===== config.mk =====
export PLATFORM = sky130hd
export DESIGN_NAME = apb_master_bridge_flat
export DESIGN_NICKNAME = d
export VERILOG_FILES = /design/src/rtl/apb_master_bridge_if.sv /design/src/rtl/apb_master_bridge.sv /design/src/flat_wrapper.sv
export SDC_FILE = /design/constraint.sdc
export NUM_CORES = 1
export LEC_CHECK = 0
export CAP_MARGIN = 0
export CORE_ASPECT_RATIO = 0.6
export CORE_MARGIN = 10
export CORE_UTILIZATION = 36
export CTS_CLUSTER_SIZE = 12
export DETAILED_ROUTE_END_ITERATION = 7
export PLACE_DENSITY = 0.86
export RECOVER_POWER = 50
export SYNTH_ARGS = -nofsm -noshare
export SYNTH_HDL_FRONTEND = slang
export SYNTH_SLANG_ARGS = --single-unit

===== constraint.sdc =====
create_clock -name pclk -period 1.8 [get_ports pclk]
set_input_delay 0.54 -clock pclk [delete_from_list [all_inputs] [get_ports pclk]]
set_output_delay 0.54 -clock pclk [all_outputs]
set_load 0.02 [all_outputs]

===== src/rtl/apb_master_bridge_if.sv =====
// Request/response channels plus the APB4 bus of apb_master_bridge, bundled as one interface.
interface apb_master_bridge_if #(
  parameter int ADDR_WIDTH = 10,
  parameter int DATA_WIDTH = 32
);
  logic                      req_valid;
  logic                      req_ready;
  logic [ADDR_WIDTH-1:0]     req_addr;
  logic                      req_write;
  logic [DATA_WIDTH-1:0]     req_wdata;
  logic [DATA_WIDTH/8-1:0]   req_strb;
  logic                      rsp_valid;
  logic                      rsp_ready;
  logic [DATA_WIDTH-1:0]     rsp_rdata;
  logic                      rsp_slverr;
  logic                      rsp_timeout;
  logic                      psel;
  logic                      penable;
  logic                      pwrite;
  logic [ADDR_WIDTH-1:0]     paddr;
  logic [DATA_WIDTH-1:0]     pwdata;
  logic [DATA_WIDTH/8-1:0]   pstrb;
  logic                      pready;
  logic                      pslverr;
  logic [DATA_WIDTH-1:0]     prdata;

  modport master (
    input  req_valid, req_addr, req_write, req_wdata, req_strb, rsp_ready,
           pready, pslverr, prdata,
    output req_ready, rsp_valid, rsp_rdata, rsp_slverr, rsp_timeout,
           psel, penable, pwrite, paddr, pwdata, pstrb
  );

  modport slave (
    output req_valid, req_addr, req_write, req_wdata, req_strb, rsp_ready,
           pready, pslverr, prdata,
    input  req_ready, rsp_valid, rsp_rdata, rsp_slverr, rsp_timeout,
           psel, penable, pwrite, paddr, pwdata, pstrb
  );
endinterface


===== src/rtl/apb_master_bridge.sv =====
// APB4 requester: one valid/ready request becomes one APB transfer, whose result is
// returned on a valid/ready response channel. Wait states are bounded by TIMEOUT.
module apb_master_bridge #(
  parameter int ADDR_WIDTH = 10,
  parameter int DATA_WIDTH = 32,
  parameter int TIMEOUT    = 16
) (
  input logic               pclk,
  input logic               preset,
  apb_master_bridge_if.master bus
);
  localparam int STRB_W = DATA_WIDTH / 8;
  localparam int CNT_W  = (TIMEOUT > 0) ? $clog2(TIMEOUT + 1) : 1;

  typedef enum logic [1:0] {
    IDLE   = 2'd0,
    SETUP  = 2'd1,
    ACCESS = 2'd2,
    RESP   = 2'd3
  } state_e;

  state_e                state_q, state_d;
  logic [CNT_W-1:0]      cnt_q, cnt_d;
  logic                  req_ready_q, req_ready_d;
  logic                  psel_q, psel_d;
  logic                  penable_q, penable_d;
  logic                  pwrite_q, pwrite_d;
  logic [ADDR_WIDTH-1:0] paddr_q, paddr_d;
  logic [DATA_WIDTH-1:0] pwdata_q, pwdata_d;
  logic [STRB_W-1:0]     pstrb_q, pstrb_d;
  logic                  rsp_valid_q, rsp_valid_d;
  logic [DATA_WIDTH-1:0] rsp_rdata_q, rsp_rdata_d;
  logic                  rsp_slverr_q, rsp_slverr_d;
  logic                  rsp_timeout_q, rsp_timeout_d;
  logic                  req_fire_s;
  logic                  timeout_s;

  assign bus.req_ready   = req_ready_q & ~preset;
  assign bus.psel        = psel_q;
  assign bus.penable     = penable_q;
  assign bus.pwrite      = pwrite_q;
  assign bus.paddr       = paddr_q;
  assign bus.pwdata      = pwdata_q;
  assign bus.pstrb       = pstrb_q;
  assign bus.rsp_valid   = rsp_valid_q;
  assign bus.rsp_rdata   = rsp_rdata_q;
  assign bus.rsp_slverr  = rsp_slverr_q;
  assign bus.rsp_timeout = rsp_timeout_q;

  assign req_fire_s = bus.req_valid & bus.req_ready;
  // The limit only fires on a stalled cycle, so pready=1 on the last allowed cycle still completes.
  assign timeout_s  = (TIMEOUT > 0) && !bus.pready && (int'(cnt_q) == TIMEOUT - 1);

  // State and registered-output update.
  always_ff @(posedge pclk) begin
    if (preset) begin
      state_q       <= IDLE;
      cnt_q         <= '0;
      req_ready_q   <= 1'b0;
      psel_q        <= 1'b0;
      penable_q     <= 1'b0;
      pwrite_q      <= 1'b0;
      paddr_q       <= '0;
      pwdata_q      <= '0;
      pstrb_q       <= '0;
      rsp_valid_q   <= 1'b0;
      rsp_rdata_q   <= '0;
      rsp_slverr_q  <= 1'b0;
      rsp_timeout_q <= 1'b0;
    end else begin
      state_q       <= state_d;
      cnt_q         <= cnt_d;
      req_ready_q   <= req_ready_d;
      psel_q        <= psel_d;
      penable_q     <= penable_d;
      pwrite_q      <= pwrite_d;
      paddr_q       <= paddr_d;
      pwdata_q      <= pwdata_d;
      pstrb_q       <= pstrb_d;
      rsp_valid_q   <= rsp_valid_d;
      rsp_rdata_q   <= rsp_rdata_d;
      rsp_slverr_q  <= rsp_slverr_d;
      rsp_timeout_q <= rsp_timeout_d;
    end
  end

  // Next-state selection.
  always_comb begin
    state_d = state_q;
    case (state_q)
      IDLE: begin
        if (req_fire_s) state_d = SETUP;
        else            state_d = IDLE;
      end
      SETUP:  state_d = ACCESS;
      ACCESS: begin
        if (bus.pready || timeout_s) state_d = RESP;
        else                         state_d = ACCESS;
      end
      RESP: begin
        if (bus.rsp_ready) state_d = IDLE;
        else               state_d = RESP;
      end
      default: state_d = IDLE;
    endcase
  end

  // Output values for the next cycle, derived from the state being entered.
  always_comb begin
    req_ready_d   = (state_d == IDLE);
    psel_d        = (state_d == SETUP) || (state_d == ACCESS);
    penable_d     = (state_d == ACCESS);
    rsp_valid_d   = (state_d == RESP);
    pwrite_d      = pwrite_q;
    paddr_d       = paddr_q;
    pwdata_d      = pwdata_q;
    pstrb_d       = pstrb_q;
    rsp_rdata_d   = rsp_rdata_q;
    rsp_slverr_d  = rsp_slverr_q;
    rsp_timeout_d = rsp_timeout_q;
    cnt_d         = '0;
    if (req_fire_s) begin
      pwrite_d = bus.req_write;
      paddr_d  = bus.req_addr;
      pwdata_d = bus.req_wdata;
      pstrb_d  = bus.req_write ? bus.req_strb : '0;
    end else begin
      pwrite_d = pwrite_q;
    end
    if (state_q == ACCESS) begin
      if (bus.pready) begin
        rsp_rdata_d   = pwrite_q ? '0 : bus.prdata;
        rsp_slverr_d  = bus.pslverr;
        rsp_timeout_d = 1'b0;
      end else if (timeout_s) begin
        rsp_rdata_d   = '0;
        rsp_slverr_d  = 1'b1;
        rsp_timeout_d = 1'b1;
      end else begin
        cnt_d = cnt_q + 1'b1;
      end
    end else begin
      cnt_d = '0;
    end
  end
endmodule


===== src/flat_wrapper.sv =====
// flat-port wrapper written by rule: the top's interface ports become plain ports
module apb_master_bridge_flat 
#(
  parameter int ADDR_WIDTH = 10,
  parameter int DATA_WIDTH = 32,
  parameter int TIMEOUT    = 16
)
  (pclk, preset, bus_req_valid, bus_req_addr, bus_req_write, bus_req_wdata, bus_req_strb, bus_rsp_ready, bus_pready, bus_pslverr, bus_prdata, bus_req_ready, bus_rsp_valid, bus_rsp_rdata, bus_rsp_slverr, bus_rsp_timeout, bus_psel, bus_penable, bus_pwrite, bus_paddr, bus_pwdata, bus_pstrb);
  apb_master_bridge_if #(.ADDR_WIDTH(ADDR_WIDTH), .DATA_WIDTH(DATA_WIDTH)) bus_i ();
  input logic pclk;
  input logic preset;
  input wire logic [$bits(bus_i.req_valid)-1:0] bus_req_valid;
  input wire logic [$bits(bus_i.req_addr)-1:0] bus_req_addr;
  input wire logic [$bits(bus_i.req_write)-1:0] bus_req_write;
  input wire logic [$bits(bus_i.req_wdata)-1:0] bus_req_wdata;
  input wire logic [$bits(bus_i.req_strb)-1:0] bus_req_strb;
  input wire logic [$bits(bus_i.rsp_ready)-1:0] bus_rsp_ready;
  input wire logic [$bits(bus_i.pready)-1:0] bus_pready;
  input wire logic [$bits(bus_i.pslverr)-1:0] bus_pslverr;
  input wire logic [$bits(bus_i.prdata)-1:0] bus_prdata;
  output wire logic [$bits(bus_i.req_ready)-1:0] bus_req_ready;
  output wire logic [$bits(bus_i.rsp_valid)-1:0] bus_rsp_valid;
  output wire logic [$bits(bus_i.rsp_rdata)-1:0] bus_rsp_rdata;
  output wire logic [$bits(bus_i.rsp_slverr)-1:0] bus_rsp_slverr;
  output wire logic [$bits(bus_i.rsp_timeout)-1:0] bus_rsp_timeout;
  output wire logic [$bits(bus_i.psel)-1:0] bus_psel;
  output wire logic [$bits(bus_i.penable)-1:0] bus_penable;
  output wire logic [$bits(bus_i.pwrite)-1:0] bus_pwrite;
  output wire logic [$bits(bus_i.paddr)-1:0] bus_paddr;
  output wire logic [$bits(bus_i.pwdata)-1:0] bus_pwdata;
  output wire logic [$bits(bus_i.pstrb)-1:0] bus_pstrb;
  assign bus_i.req_valid = bus_req_valid;
  assign bus_i.req_addr = bus_req_addr;
  assign bus_i.req_write = bus_req_write;
  assign bus_i.req_wdata = bus_req_wdata;
  assign bus_i.req_strb = bus_req_strb;
  assign bus_i.rsp_ready = bus_rsp_ready;
  assign bus_i.pready = bus_pready;
  assign bus_i.pslverr = bus_pslverr;
  assign bus_i.prdata = bus_prdata;
  assign bus_req_ready = bus_i.req_ready;
  assign bus_rsp_valid = bus_i.rsp_valid;
  assign bus_rsp_rdata = bus_i.rsp_rdata;
  assign bus_rsp_slverr = bus_i.rsp_slverr;
  assign bus_rsp_timeout = bus_i.rsp_timeout;
  assign bus_psel = bus_i.psel;
  assign bus_penable = bus_i.penable;
  assign bus_pwrite = bus_i.pwrite;
  assign bus_paddr = bus_i.paddr;
  assign bus_pwdata = bus_i.pwdata;
  assign bus_pstrb = bus_i.pstrb;
  apb_master_bridge #(.ADDR_WIDTH(ADDR_WIDTH), .DATA_WIDTH(DATA_WIDTH), .TIMEOUT(TIMEOUT)) u_core (.pclk(pclk), .preset(preset), .bus(bus_i));
endmodule

**Word level (Yosys, flattened, before mapping)**

Index checks and enable logic that the tools add are counted.

- Add/subtract/negate cells: 1
- Eq/ne operators: 7
- Mux-type cells: 11
- Bitwise operators: 4
- Reduce and logical (&&, ||, !) cells: 9

Operators by type and width:

| kind | number |
|---|---|
| 32-bit 2-to-1 mux | 3 |
| 2-bit == test (second input constant) | 4 |
| 2-bit one-hot mux with 4 select lines | 1 |
| 5-bit by 1-bit adder with 5-bit output (second input constant) | 1 |
| 5-bit == test (second input constant) | 1 |
| 1-bit 2-to-1 mux | 5 |
| 2-bit by 1-bit == test with 1-bit output (second input constant) | 2 |
| 2-bit zero test | 2 |
| 4-bit 2-to-1 mux | 1 |
| 4-bit OR reduction | 1 |
| 1-bit bitwise AND | 2 |
| 1-bit logical OR | 2 |
| 2-bit 2-to-1 mux | 1 |
| 1-bit inverter | 2 |
| 2-bit AND reduction | 1 |
| 2-bit nonzero test | 1 |
| 1-bit logical AND | 1 |
| 1-bit zero test | 1 |

- Register bits: 92
- Output and inout port bits: 85
- Logic and storage cells: 45

**Logic depth before layout (Yosys ltp)**

- Depth in word-level cells: 7
- Mapped depth: 8

**Worst setup path before layout**

Ideal clock, no wire load.

- Kind: register to register
- Start: reg u_core.cnt_q[0]
- End: reg u_core.rsp_valid_q (netlist: u_core.bus.rsp_valid)
- Library setup time: 114 ps
- Arrival: 1748 ps
- Path slack: -62 ps
- Cell stages (with the launch flop): 9
- Buffers on the path: 0
- Period minus slack after synthesis: 1862 ps
- Path through: dfxtp_1 ha_1 and3_1 ha_1 nor2_4 nor2_1 or3_1 ha_1 nor2b_1

- Cells in the longest elaborated chain, start to end: 6

Ends and longest elaborated chain:

| element | RTL line | source |
|---|---|---|
| from (decl) | apb_master_bridge.sv:23 | `logic [CNT_W-1:0] cnt_q, cnt_d;` |
| from (signal assigned) | apb_master_bridge.sv:72 | `cnt_q <= cnt_d;` |
| 5-bit == test | apb_master_bridge.sv:52 | `assign timeout_s = (TIMEOUT > 0) && !bus.pready && (int'(cnt_q) == TIMEOUT - 1);` |
| 1-bit logical AND | apb_master_bridge.sv:52 |  |
| 1-bit logical OR | apb_master_bridge.sv:97 | `if (bus.pready \|\| timeout_s) state_d = RESP;` |
| 1-bit 2-to-1 mux | apb_master_bridge.sv:97 |  |
| 2-bit one-hot mux with 4 select lines | apb_master_bridge.sv:90 | `case (state_q)` |
| via u_core.state_d[0] | apb_master_bridge.sv:22 | `state_e state_q, state_d;` |
| 2-bit == test | apb_master_bridge.sv:113 | `rsp_valid_d = (state_d == RESP);` |
| via u_core.rsp_valid_d | apb_master_bridge.sv:31 | `logic rsp_valid_q, rsp_valid_d;` |
| to (signal assigned) | apb_master_bridge.sv:80 | `rsp_valid_q <= rsp_valid_d;` |
| to (decl) | apb_master_bridge.sv:31 |  |

The timed path passes the listed nets, and every way through them passes these cells.
A chain may end at the register's enable or synchronous reset.

**Final worst setup path**

- Start: reg u_core.cnt_q[1]
- End: reg u_core.rsp_valid_q (netlist: u_core.bus.rsp_valid)

Same word-level chain as after synthesis.

==> impl_metrics.tcl <==
set metrics [dict create \
    groute.usage.overall_pct 16.3 \
    die_h_um 96.2 \
    critPathLaunchType "flip-flop" \
    postRouteAntennaNets 0 \
    worstPathMaxFanout 3 \
    crit_type "flip-flop to flip-flop" \
    setup_viol 0 \
    fp.dieArea_mm2 0.0141 \
    hold_viol_final 0 \
    hold_ws_ns 0.451 \
    avgSynthCellArea_um2 8.54 \
    wl_per_cell_um 17.1 \
    hold_path_startpoint "u_core.bus.pstrb[0]" \
    grt_antenna_before_repair 1 \
    drt_iter0_drc 201 \
    tritoncts "yes" \
    fmax_mhz 584 \
    reg2reg_to "u_core.bus.rsp_valid" \
    outcome "completed" \
    reg2reg_depth 8 \
    drv_slew 0 \
    slew_headroom_pct 66.0 \
    h-tree-depth 3 \
    min_period_ns 1.71 \
    firstDrtPassIters 4 \
    syn-cell-area_mm2 0.00348 \
    drc 0 \
    vias 3508 \
    fp-row-count 27 \
    min_delay_worst_endpoint "u_core.bus.pstrb[0]" \
    clk_pin_slew_ns 0.07 \
    grt_pass1_vias 3563 \
    routed_wl_mm 12.1 \
    syn-num-nets 498 \
    critPathCaptureType "flip-flop" \
    hold_depth 2 \
    clockBufferDepth 2 \
    rsz0062_at_grt "no" \
    syn2layout_area_growth_pct 59.7 \
    reg2reg_slack_ns 0.09 \
    die_w_um 147 \
    grt_pass1_wl_mm 18.8 \
    overflow 0 \
    io_pins 170 \
    port_buffers 169 \
    fp.coreArea_mm2 0.00929 \
    routabilityCongestion 0.770 \
    dp_hpwl_mm 8.95 \
    yosys.area.top_type_share_pct 52.9 \
    yosys_warnings 0 \
    power_density_mw_per_mm2 866 \
    worstMarginPinSlew_ns 0.510 \
    drive_gt1_share_pct 8.36 \
    synth_cell_types 29 \
    clock_skew_ns 0.00438 \
    cp.required_ns 2.02 \
    ir_drop_v 0.000578 \
    crit_arrival_ns 1.93 \
    yosysTopAreaCell "dfxtp_1" \
    fin_nets 659 \
    finalCoreUtilization_pct 59.9 \
    clock_latency_ns 0.33 \
    initial_core_util_pct 37.5 \
    synth-seq-cells 92 \
    fillCellCount 809 \
    hp-class "flip-flop to flip-flop" \
    synth_area_leaders "dfxtp_1, nand2_1, nand4b_1, nand3_1, a21oi_1" \
    maxCapViolCount 0 \
    fin_crit_sh_pct 95.1 \
    reg2reg_from "u_core.cnt_q[1]" \
    cts_buffers 9 \
    cts-root-buf "clkbuf_16" \
    vias_per_cell 4.98 \
    synth_cells 408 \
    grt_max_degree 48 \
    cts.sinks 92 \
    ys_seq_area_share_pct 52.9 \
    leakagePower_nw 2.55 \
]
-- where the power goes --
part	internal (mW)	switching (mW)
clock network	1.22	0.784
registers	2.12	0.0411
logic	0.312	0.337
-- registers in the layout (all words and copies together) (netlist names) --
| signal | count |
|---|---|
| u_core.bus.rsp_slverr | 1 |
| u_core.cnt_q | 5 |
| u_core.bus.penable | 1 |
| u_core.bus.rsp_rdata | 32 |
| u_core.state_q | 2 |
| u_core.bus.pwdata | 32 |
| u_core.bus.rsp_valid | 1 |
| u_core.bus.paddr | 10 |
| u_core.bus.rsp_timeout | 1 |
| u_core.bus.psel | 1 |
| u_core.req_ready_q | 1 |
| u_core.bus.pwrite | 1 |
| u_core.bus.pstrb | 4 |
-- cell usage after synthesis --
cell type and instances:
clkbuf_2 1, o21ai_0 28, nand2_1 92, nand3b_1 1, nand3_1 49, nor2b_1 6, ha_1 5, nand4b_1 32
o31a_1 1, nand2b_1 1, dfxtp_1 92, buf_1 3, xor2_1 1, buf_2 5, nor2_4 1, and3_1 1
or3_1 1, o21ai_1 5, nor3_1 2, o221a_2 1, inv_2 1, clkbuf_1 20, a21oi_1 38, buf_4 7
inv_1 3, and3b_1 1, a211oi_1 1, nor2_1 8, xnor2_1 1
-- layer usage --
metal	global-route usage, %	wire, um	vias to the layer above
met1	18.8	5310	1653
met2	27.7	5780	120
li1	-	-	1725
met4	5.42	176	0
met5	0	0	-
met3	6.37	813	10
-- cell usage in the layout (no fill, tap or decap), types with 2 or more instances in the layout --
| cell type | instances |
|---|---|
| a21oi_1 | 38 |
| buf_4 | 14 |
| bufinv_16 | 2 |
| clkbuf_16 | 9 |
| clkbuf_4 | 2 |
| clkdlybuf4s50_1 | 82 |
| clkinvlp_4 | 2 |
| dfxtp_1 | 91 |
| dlygate4sd2_1 | 84 |
| ha_1 | 2 |
| ha_2 | 2 |
| inv_1 | 3 |
| inv_6 | 2 |
| nand2_1 | 92 |
| nand3_1 | 49 |
| nand4b_1 | 32 |
| nor2_1 | 7 |
| nor2b_1 | 5 |
| nor3_2 | 2 |
| o21ai_0 | 28 |
| o21ai_1 | 5 |
-- what timing repair did --
action,4_1_cts,5_1_grt
resized for setup,86,8
setup buffers,0,0
endpoints found under the hold margin,0,0
hold buffers,0,0
setup endpoints to repair,87,6
pin swaps,2,0
-- worst max-delay path, stage by stage (launching register included) --
cell     delay, ns
dfxtp_1       0.31
ha_2          0.18
and3_4        0.18
ha_4          0.16
nor2_4        0.09
nor2_2        0.07
or3_4         0.32
ha_2          0.17
nor2b_1       0.12
-- how the worst max path moves through the flow --
stage | end | slack (ns) | from
final | u_core.bus.rsp_valid | 0.09 | u_core.cnt_q[1]
after global placement | u_core.bus.psel | -0.23 | bus_req_valid
after global routing | u_core.bus.rsp_valid | 0.01 | u_core.cnt_q[1]
after CTS | bus_req_ready | 0.009 | u_core.req_ready_q
after detailed placement | u_core.bus.psel | -0.33 | bus_req_valid
after floorplan | u_core.bus.psel | 0.01 | u_core.cnt_q[0]
-- kinds of logic (layout without fill, tap and decap cells) --
| logic type | Yosys count | in the layout | synth area share (%) |
|---|---|---|---|
| flops | 92 | 92 | 52.9 |
| other cells | 0 | 1 | 0 |
| simple gates | 195 | 195 | 28.6 |
| buf+inv | 40 | 206 | 5.28 |
| xor+xnor | 2 | 2 | 0.503 |
| fa+ha+maj | 5 | 5 | 1.80 |
| compound gates | 74 | 74 | 11.0 |
-- layout make-up --
class                      instances  area [um^2]  share of cell area [%]
antenna                            1         2.50                  0.0450
clock buffer                       9          225                    4.05
clock inverter                     7         97.6                    1.75
inverter                           4         15.0                   0.270
multi-input combinational        276         1500                    27.0
sequential                        92         1840                    33.1
tap                              130          163                    2.92
timing repair buffer             186         1720                    30.9
-- stage by stage --
stage	cells	total power, mW	TNS, ns	instance area, um^2	worst slack (ns)
finish	705	4.82	0	5560	0.0882
detailed placement	688	2.91	-2.99	5310	-0.332
global route	704	5.01	0	5560	0.0101
global placement	688	2.89	-1.09	5310	-0.231
floorplan	408	2.49	0	3490	0.0120
CTS	704	4.88	0	5540	0.00950
Power figures use the tool's default switching activity.
